**config.mk**
```make
export PLATFORM = sky130hd
export DESIGN_NAME = dmem_arbiter_flat
export DESIGN_NICKNAME = d
export VERILOG_FILES = /design/src/rtl/dmem_arbiter_if.sv /design/src/rtl/dmem_arbiter.sv /design/src/flat_wrapper.sv
export SDC_FILE = /design/constraint.sdc
export NUM_CORES = 1
export LEC_CHECK = 0
export CAP_MARGIN = 20
export CORE_MARGIN = 2
export CORE_UTILIZATION = 43
export CTS_CLUSTER_SIZE = 40
export DETAILED_ROUTE_END_ITERATION = 12
export PLACE_DENSITY = 0.85
export RECOVER_POWER = 25
export REMOVE_ABC_BUFFERS = 1
export SETUP_SLACK_MARGIN = 0.2
export SYNTH_ARGS = -nofsm -noshare
export SYNTH_HDL_FRONTEND = slang
export SYNTH_SLANG_ARGS = --single-unit
```
**constraint.sdc**
```tcl
create_clock -name clk -period 3.22 [get_ports clk]
set_clock_uncertainty 0.05 [all_clocks]
set_input_delay 0.644 -clock clk [delete_from_list [all_inputs] [get_ports clk]]
set_output_delay 0.644 -clock clk [all_outputs]
set_load 0.05 [all_outputs]
```
**src/rtl/dmem_arbiter_if.sv**
```systemverilog
// dmem_arbiter_if -- request/response bundle for one data-memory requester.
//
// One instance per requester port of dmem_arbiter.
//   req    requester -> arbiter   access request, held until gnt is sampled high
//   we     requester -> arbiter   1 = write, 0 = read
//   addr   requester -> arbiter   word address (AW bits)
//   wdata  requester -> arbiter   write data (DW bits)
//   gnt    arbiter -> requester   request accepted this cycle
//   rvalid arbiter -> requester   read data valid (single-cycle pulse)
//   rdata  arbiter -> requester   read data, held between reads of this port
//
// Modports: master = requester side, slave = arbiter side.

interface dmem_arbiter_if #(
    parameter int AW = 7,
    parameter int DW = 32
);
    logic          req;
    logic          we;
    logic [AW-1:0] addr;
    logic [DW-1:0] wdata;
    logic          gnt;
    logic          rvalid;
    logic [DW-1:0] rdata;

    modport master (
        output req, we, addr, wdata,
        input  gnt, rvalid, rdata
    );

    modport slave (
        input  req, we, addr, wdata,
        output gnt, rvalid, rdata
    );
endinterface

```
**src/rtl/dmem_arbiter.sv**
```systemverilog
// dmem_arbiter -- shares one single-port 128x32 data SRAM (CEN/WEN/OEN/A/D/Q
// pin set, SRAM clocked on ~clk) between two requesters.
//
//   p0 : MIPS core load/store path, fixed priority
//   p1 : loader/DMA port, protected by a starvation guard that forces a
//        port-1 grant after MAX_CONSEC consecutive port-0 grants while it waits
//
// Ports:
//   clk, rst_n       system clock; asynchronous active-low reset
//   p0, p1           dmem_arbiter_if.slave request/response bundles
//   CEN, WEN, OEN    registered SRAM controls, active low
//   A, D             registered SRAM address / write data (hold when idle)
//   Q                SRAM read data, valid before the end of the access cycle
//
// Timing: grant in cycle N -> SRAM controls in N+1 -> read data captured at
// the edge ending N+1 -> rvalid pulse on the owning port during N+2.
//
// Optional build macro DMEM_ARB_STATS_EN adds stat_clr (sync clear input) and
// gcnt0/gcnt1, saturating 16-bit per-port grant counters.

module dmem_arbiter #(
    parameter int AW         = 7,
    parameter int DW         = 32,
    parameter int MAX_CONSEC = 4
) (
    input  logic          clk,
    input  logic          rst_n,
    dmem_arbiter_if.slave p0,
    dmem_arbiter_if.slave p1,
    output logic          CEN,
    output logic          WEN,
    output logic          OEN,
    output logic [AW-1:0] A,
    output logic [DW-1:0] D,
    input  logic [DW-1:0] Q
`ifdef DMEM_ARB_STATS_EN
    ,
    input  logic          stat_clr,
    output logic [15:0]   gcnt0,
    output logic [15:0]   gcnt1
`endif
);

    typedef enum logic {
        PORT0 = 1'b0,
        PORT1 = 1'b1
    } port_e;

    localparam logic [3:0] MAX_CNT = 4'(MAX_CONSEC);

    logic          gnt0;
    logic          gnt1;
    logic          any_gnt;
    logic          sel_we;
    logic [AW-1:0] sel_addr;
    logic [DW-1:0] sel_wdata;

    logic [3:0]    starve_cnt;
    logic [3:0]    starve_nxt;

    // Tag of the access currently at the SRAM: read pending and owning port.
    logic          tag_rd;
    port_e         tag_port;

    logic          rvalid0_q;
    logic          rvalid1_q;
    logic [DW-1:0] rdata0_q;
    logic [DW-1:0] rdata1_q;

    // Grants are combinational; rst_n gates them so nothing is accepted
    // while reset is held.
    always_comb begin
        gnt0      = rst_n && p0.req && !(p1.req && (starve_cnt == MAX_CNT));
        gnt1      = rst_n && p1.req && !gnt0;
        any_gnt   = gnt0 || gnt1;
        sel_we    = gnt1 ? p1.we    : p0.we;
        sel_addr  = gnt1 ? p1.addr  : p0.addr;
        sel_wdata = gnt1 ? p1.wdata : p0.wdata;
    end

    // Counts port-0 grants that port 1 has sat through; cleared as soon as
    // port 1 is served or stops asking.
    always_comb begin
        starve_nxt = starve_cnt;
        if (!p1.req || gnt1) begin
            starve_nxt = '0;
        end else if (gnt0 && (starve_cnt != MAX_CNT)) begin
            starve_nxt = starve_cnt + 4'd1;
        end
    end

    always_ff @(posedge clk or negedge rst_n) begin
        if (!rst_n) begin
            starve_cnt <= '0;
        end else begin
            starve_cnt <= starve_nxt;
        end
    end

    // SRAM control registers. A and D keep their last value on idle cycles.
    always_ff @(posedge clk or negedge rst_n) begin
        if (!rst_n) begin
            CEN      <= 1'b1;
            WEN      <= 1'b1;
            OEN      <= 1'b1;
            A        <= '0;
            D        <= '0;
            tag_rd   <= 1'b0;
            tag_port <= PORT0;
        end else begin
            tag_rd   <= any_gnt && !sel_we;
            tag_port <= gnt1 ? PORT1 : PORT0;
            if (any_gnt) begin
                CEN <= 1'b0;
                WEN <= ~sel_we;
                OEN <= sel_we;
                A   <= sel_addr;
                D   <= sel_wdata;
            end else begin
                CEN <= 1'b1;
                WEN <= 1'b1;
                OEN <= 1'b1;
            end
        end
    end

    // Read return: Q is valid by the end of the access cycle, so it is
    // captured at that edge into the tagged port only.
    always_ff @(posedge clk or negedge rst_n) begin
        if (!rst_n) begin
            rvalid0_q <= 1'b0;
            rvalid1_q <= 1'b0;
            rdata0_q  <= '0;
            rdata1_q  <= '0;
        end else begin
            rvalid0_q <= tag_rd && (tag_port == PORT0);
            rvalid1_q <= tag_rd && (tag_port == PORT1);
            if (tag_rd && (tag_port == PORT0)) begin
                rdata0_q <= Q;
            end
            if (tag_rd && (tag_port == PORT1)) begin
                rdata1_q <= Q;
            end
        end
    end

    assign p0.gnt    = gnt0;
    assign p1.gnt    = gnt1;
    assign p0.rvalid = rvalid0_q;
    assign p1.rvalid = rvalid1_q;
    assign p0.rdata  = rdata0_q;
    assign p1.rdata  = rdata1_q;

`ifdef DMEM_ARB_STATS_EN
    // Saturating grant counters; a clear in the same cycle as a grant wins.
    always_ff @(posedge clk or negedge rst_n) begin
        if (!rst_n) begin
            gcnt0 <= '0;
            gcnt1 <= '0;
        end else if (stat_clr) begin
            gcnt0 <= '0;
            gcnt1 <= '0;
        end else begin
            if (gnt0 && (gcnt0 != '1)) begin
                gcnt0 <= gcnt0 + 16'd1;
            end
            if (gnt1 && (gcnt1 != '1)) begin
                gcnt1 <= gcnt1 + 16'd1;
            end
        end
    end
`endif

endmodule

```
**src/flat_wrapper.sv**
```systemverilog
// flat-port wrapper written by rule: the top's interface ports become plain ports
module dmem_arbiter_flat 
#(
    parameter int AW         = 7,
    parameter int DW         = 32,
    parameter int MAX_CONSEC = 4
)
  (clk, rst_n, CEN, WEN, OEN, A, D, Q, p0_req, p0_we, p0_addr, p0_wdata, p0_gnt, p0_rvalid, p0_rdata, p1_req, p1_we, p1_addr, p1_wdata, p1_gnt, p1_rvalid, p1_rdata);
  dmem_arbiter_if #(.AW(AW), .DW(DW)) p0_i ();
  dmem_arbiter_if #(.AW(AW), .DW(DW)) p1_i ();
  input  logic clk;
  input  logic rst_n;
  output logic CEN;
  output logic WEN;
  output logic OEN;
  output logic [AW-1:0] A;
  output logic [DW-1:0] D;
  input  logic [DW-1:0] Q;
  input wire logic [$bits(p0_i.req)-1:0] p0_req;
  input wire logic [$bits(p0_i.we)-1:0] p0_we;
  input wire logic [$bits(p0_i.addr)-1:0] p0_addr;
  input wire logic [$bits(p0_i.wdata)-1:0] p0_wdata;
  output wire logic [$bits(p0_i.gnt)-1:0] p0_gnt;
  output wire logic [$bits(p0_i.rvalid)-1:0] p0_rvalid;
  output wire logic [$bits(p0_i.rdata)-1:0] p0_rdata;
  input wire logic [$bits(p1_i.req)-1:0] p1_req;
  input wire logic [$bits(p1_i.we)-1:0] p1_we;
  input wire logic [$bits(p1_i.addr)-1:0] p1_addr;
  input wire logic [$bits(p1_i.wdata)-1:0] p1_wdata;
  output wire logic [$bits(p1_i.gnt)-1:0] p1_gnt;
  output wire logic [$bits(p1_i.rvalid)-1:0] p1_rvalid;
  output wire logic [$bits(p1_i.rdata)-1:0] p1_rdata;
  assign p0_i.req = p0_req;
  assign p0_i.we = p0_we;
  assign p0_i.addr = p0_addr;
  assign p0_i.wdata = p0_wdata;
  assign p0_gnt = p0_i.gnt;
  assign p0_rvalid = p0_i.rvalid;
  assign p0_rdata = p0_i.rdata;
  assign p1_i.req = p1_req;
  assign p1_i.we = p1_we;
  assign p1_i.addr = p1_addr;
  assign p1_i.wdata = p1_wdata;
  assign p1_gnt = p1_i.gnt;
  assign p1_rvalid = p1_i.rvalid;
  assign p1_rdata = p1_i.rdata;
  dmem_arbiter #(.AW(AW), .DW(DW), .MAX_CONSEC(MAX_CONSEC)) u_core (.clk(clk), .rst_n(rst_n), .p0(p0_i), .p1(p1_i), .CEN(CEN), .WEN(WEN), .OEN(OEN), .A(A), .D(D), .Q(Q));
endmodule
```
; After elaboration in Yosys (flattened, before gate mapping)
; Cells that the tools add are included.
[totals]
out_inout_bits = 110
register_bits = 114
elab_cells = 42
input_bits = 116
[classes]
bitwise = 2
addsub = 1
mux = 9
n_eq_ne = 2
n_reduce_logical = 16
[op_table]
columns = cell, n
row1 = $mux W32, 1
row2 = $logic_and A1 B1 Y1, 9
row3 = $mux W4, 2
row4 = $mux W7, 1
row5 = $mux W1, 5
row6 = $add A4 B1 Y4 const B, 1
row7 = $eq A4 B3 Y1 const B, 1
row8 = $logic_not A1 Y1, 4
row9 = $ne A4 B3 Y1 const B, 1
row10 = $logic_or A1 B1 Y1, 2
row11 = $not A1 Y1, 2
row12 = $reduce_bool A2 Y1, 1

; Depth between registers and ports, before layout
[depth]
depth_word = 9
ltp_mapped = 7
ltp_nobuf = 6

; Worst setup path before layout
; Ideal clock, no wire load.
[synth_timing]
kind = reg2out
from = register u_core.starve_cnt[0]
to = output port p1_gnt
stages_incl_launch_ff = 7
t_arrival_ps = 1254
n_path_buf = 1
t_required_ps = 2526
setup_slack_ps = 1272
path_cell_list = dfrtp_1 > inv_1 > ha_1 > nand3b_1 > a21o_2 > inv_2 > buf_4
[synth_via]
elab_chain_len = 6
[synth_lines]
columns = element, line
row1 = start: declaration, dmem_arbiter.sv:58  ; logic [3:0] starve_cnt;
row2 = start signal: assignment, dmem_arbiter.sv:96  ; starve_cnt <= starve_nxt;
row3 = $eq A4 B3 Y1, dmem_arbiter.sv:73  ; gnt0 = rst_n && p0.req && !(p1.req && (starve_cnt == MAX_CNT));
row4 = $logic_and A1 B1 Y1, dmem_arbiter.sv:73
row5 = $logic_not A1 Y1, dmem_arbiter.sv:73
row6 = $logic_and A1 B1 Y1, dmem_arbiter.sv:73
row7 = $logic_not A1 Y1, dmem_arbiter.sv:74  ; gnt1 = rst_n && p1.req && !gnt0;
row8 = $logic_and A1 B1 Y1, dmem_arbiter.sv:74
row9 = end: declaration, flat_wrapper.sv:30  ; output wire logic [$bits(p1_i.gnt)-1:0] p1_gnt;
; Every way passes these cells.

; Worst setup path in the final report
[layout_timing]
from = input port rst_n
to = output port p1_gnt
[layout_via]
elab_chain_len = 4
word_cells_on_any_way = 5
cone_classes = 5 x reduce/logical
[layout_lines]
columns = element, line
row1 = start: declaration, flat_wrapper.sv:12  ; input logic rst_n;
row2 = $logic_and A1 B1 Y1 (2 in a row), dmem_arbiter.sv:73
row3 = $logic_not A1 Y1, dmem_arbiter.sv:74
row4 = $logic_and A1 B1 Y1 *, dmem_arbiter.sv:74
; Mark *: on every way between the ends. The rest lies on a longest branch, timed or not.

==> out/qor.yml <==
gp_congestion: 0.773
synth-simple-area-share_pct: 7.53
synth_mux_area_share_pct: 15.8
min_period_ps: 2660
register_area_um2: 2860
instances_no_fill: 692
grt_max_degree: 57
worstPathRequired_ps: 2530
drc: 0
hold_viol_final: 0
cap_viol_max_count: 2
cp-start-kind: "input pin"
end_kind: "output port"
grt_pass1_wl_mm: 20.2
syn_area_per_cell_um2: 14.7
antenna_found_initial: 0
grt_usage_pct: 23.2
dp_cells: 659
rsz0062_at_grt: "no"
synth-xor-area-share_pct: 0.192
drt-initial-drc-count: 204
timing.final.crit_share_pct: 82.6
clock_latency_ps: 490
clk_pin_slew_worst_paths_ps: 50
core_um2: 10300
setup_tns_ps: 0
synth_top_family_by_area: "multiplexers"
hold_path_class: "reg2reg"
drt_wl_total_mm: 13.1
postPlaceCellArea_um2: 6930
setup_viol: 0
crit_family: "buffers and inverters"
ant_nets: 0
start_util_pct: 44.1
post_cts_buffers: 0
dpl.hpwl_mm: 9.35
wl_per_cell_um: 18.9
port_buffers: 225
syn-instance-count: 310
crit_buf_inv: 4
grt.overflow.total: 0
grt_pass1_vias: 3897
vias: 3599
fin_nets: 661
slowest_stage: "dlygate4sd3_1"
max_freq_mhz: 376
drv_slew: 68
synthAdderAreaFrac_pct: 0.549
rows: 37
cts.sinks: 114
holdWs_ps: 452
area_growth_pct: 66.2
worstPathCellList: "dlygate4sd3_1 > buf_4 > nand2_1 > a21o_2 > inv_2 > buf_12"
cts_tree: "yes"
fin_area_um2: 7570
dieArea_um2: 11400
htree_num_levels: 4
die_w_um: 107
relSlewSlack_pct: -30.0
cts-root-buf: "clkbuf_8"
synth_seq_area_share_pct: 62.7
final.fill_count: 681
critical-path-max-stage-delay_ps: 520
setup.worst_path.class: "in2out"
drive_gt1_share_pct: 19.6
critical_path_arrival_ps: 1970
tightest_slew_ps: 1950
ioPinCount: 226
violations: "capacitance limit, slew limit"
vias_per_cell: 5.20
cellPowerDensity_nw_per_um2: 780
clockBufferDepth: 2
cts_buffers: 17
synth_area_um2: 4550
total_leakage_power_uw: 0.00318
ir_drop_mv: 0.364
synth_compound_area_share_pct: 9.84
synth_cell_types: 29
outcome: "complete, but fails checks"
num_antenna_cells: 0
worstPathMaxFanout: 21
ys_ff_latch: 114
chipHeight_um: 107
yosysWarnings: 0
dr.pass1.iters: 4
multi_input_area_um2: 1550
through the flow:
stage	total power [uW]	util (%)	worst slack (ps)
floorplan	3060	-	786
global placement	3840	67.1	790
detailed placement	3900	67.1	723
CTS	5950	73.4	525
global route	6120	73.3	463
finish	5900	73.3	560
routing by layer:
| layer | share of wire, % | wire [um] | up-vias | track usage [%] |
|---|---|---|---|---|
| li1 | - | - | 1607 | - |
| met1 | 40 | 5180 | 1784 | 27.5 |
| met2 | 51 | 6620 | 193 | 40.0 |
| met3 | 8.6 | 1130 | 15 | 7.78 |
| met4 | 1.3 | 164 | 0 | 7.05 |
| met5 | 0 | 0 | - | 0 |
state kept, by name, indices dropped and copies added, names as in the netlist, 4 cells and up:
name,flops
u_core.A,7
u_core.D,32
u_core.p0.rdata,32
u_core.p1.rdata,32
u_core.starve_cnt,4
cells by family (layout without fill, tap and decap cells):
logic type	count (synthesis)	after routing
AO/OA/AOI/OAI	48	48
XOR/XNOR	1	1
adder cells (fa/ha/maj)	2	2
buffers and inverters	26	272
flip-flops	114	114
multiplexers	64	64
AND/OR/NAND/NOR	55	55
final timing paths:
check / slack (ps) / from / cells past startpoint / end
min in group asynchronous: 520 / rst_n / 2 / u_core.p1.rdata[8]$_DFFE_PN0P_
hold / removal: 450 / u_core.p1.rdata[22]$_DFFE_PN0P_ / 1 / u_core.p1.rdata[22]$_DFFE_PN0P_
setup reg to reg: 730 / u_core.tag_port$_DFF_PN0_ / 3 / u_core.p1.rdata[7]$_DFFE_PN0P_
max in group asynchronous: 1270 / rst_n / 3 / u_core.p1.rdata[4]$_DFFE_PN0P_
setup / recovery: 560 / rst_n / 6 / p1_gnt
hold reg to reg: 450 / u_core.p1.rdata[22]$_DFFE_PN0P_ / 1 / u_core.p1.rdata[22]$_DFFE_PN0P_
power breakdown:
part           internal [uW]  switching, uW
sequential              1700            143
combinational            774           1260
clock                   1350            677
repair_timing:
action                                 CTS  global route
resized for setup                        0             0
hold buffers                             1             0
endpoints found under the hold margin   14             0
cell usage after synthesis, drive strengths merged:
master	count	area share, %
dfrtp	111	61
mux2	64	16
a221o	39	8.6
and2	39	5.4
buf	16	2.5
inv	7	0.58
nand2	5	0.41
o21ai	4	0.44
clkbuf	3	0.25
dfstp	3	1.7
nand4b	3	0.58
ha	2	0.55
nand2b	2	0.27
nand3	2	0.33
nor2b	2	0.27
a21o	1	0.19
a22oi	1	0.16
a31oi	1	0.14
nand3b	1	0.16
nand4	1	0.14
o22a	1	0.19
o22ai	1	0.14
xor2	1	0.19
cells in the final DEF, fill, tap and decap left out, types with 4 or more instances in the layout:
cell / Yosys / layout
a221o_1: 39 / 39
clkinv_4: 0 / 6
o21ai_0: 3 / 4
clkbuf_16: 0 / 16
dfrtp_1: 111 / 111
mux2_2: 64 / 62
nand2_1: 5 / 5
and2_1: 38 / 38
inv_1: 5 / 5
bufinv_16: 0 / 5
clkdlybuf4s50_1: 0 / 222
buf_4: 4 / 5
layout make-up:
type	instances	area share, %
clock buffers	18	5.52
clock inverters	14	3.01
flip-flops and latches	114	37.7
inverters	7	0.347
well taps	136	2.25
multi-input cells	170	20.4
repair buffers	233	30.7
Power figures use the tool's default switching activity.
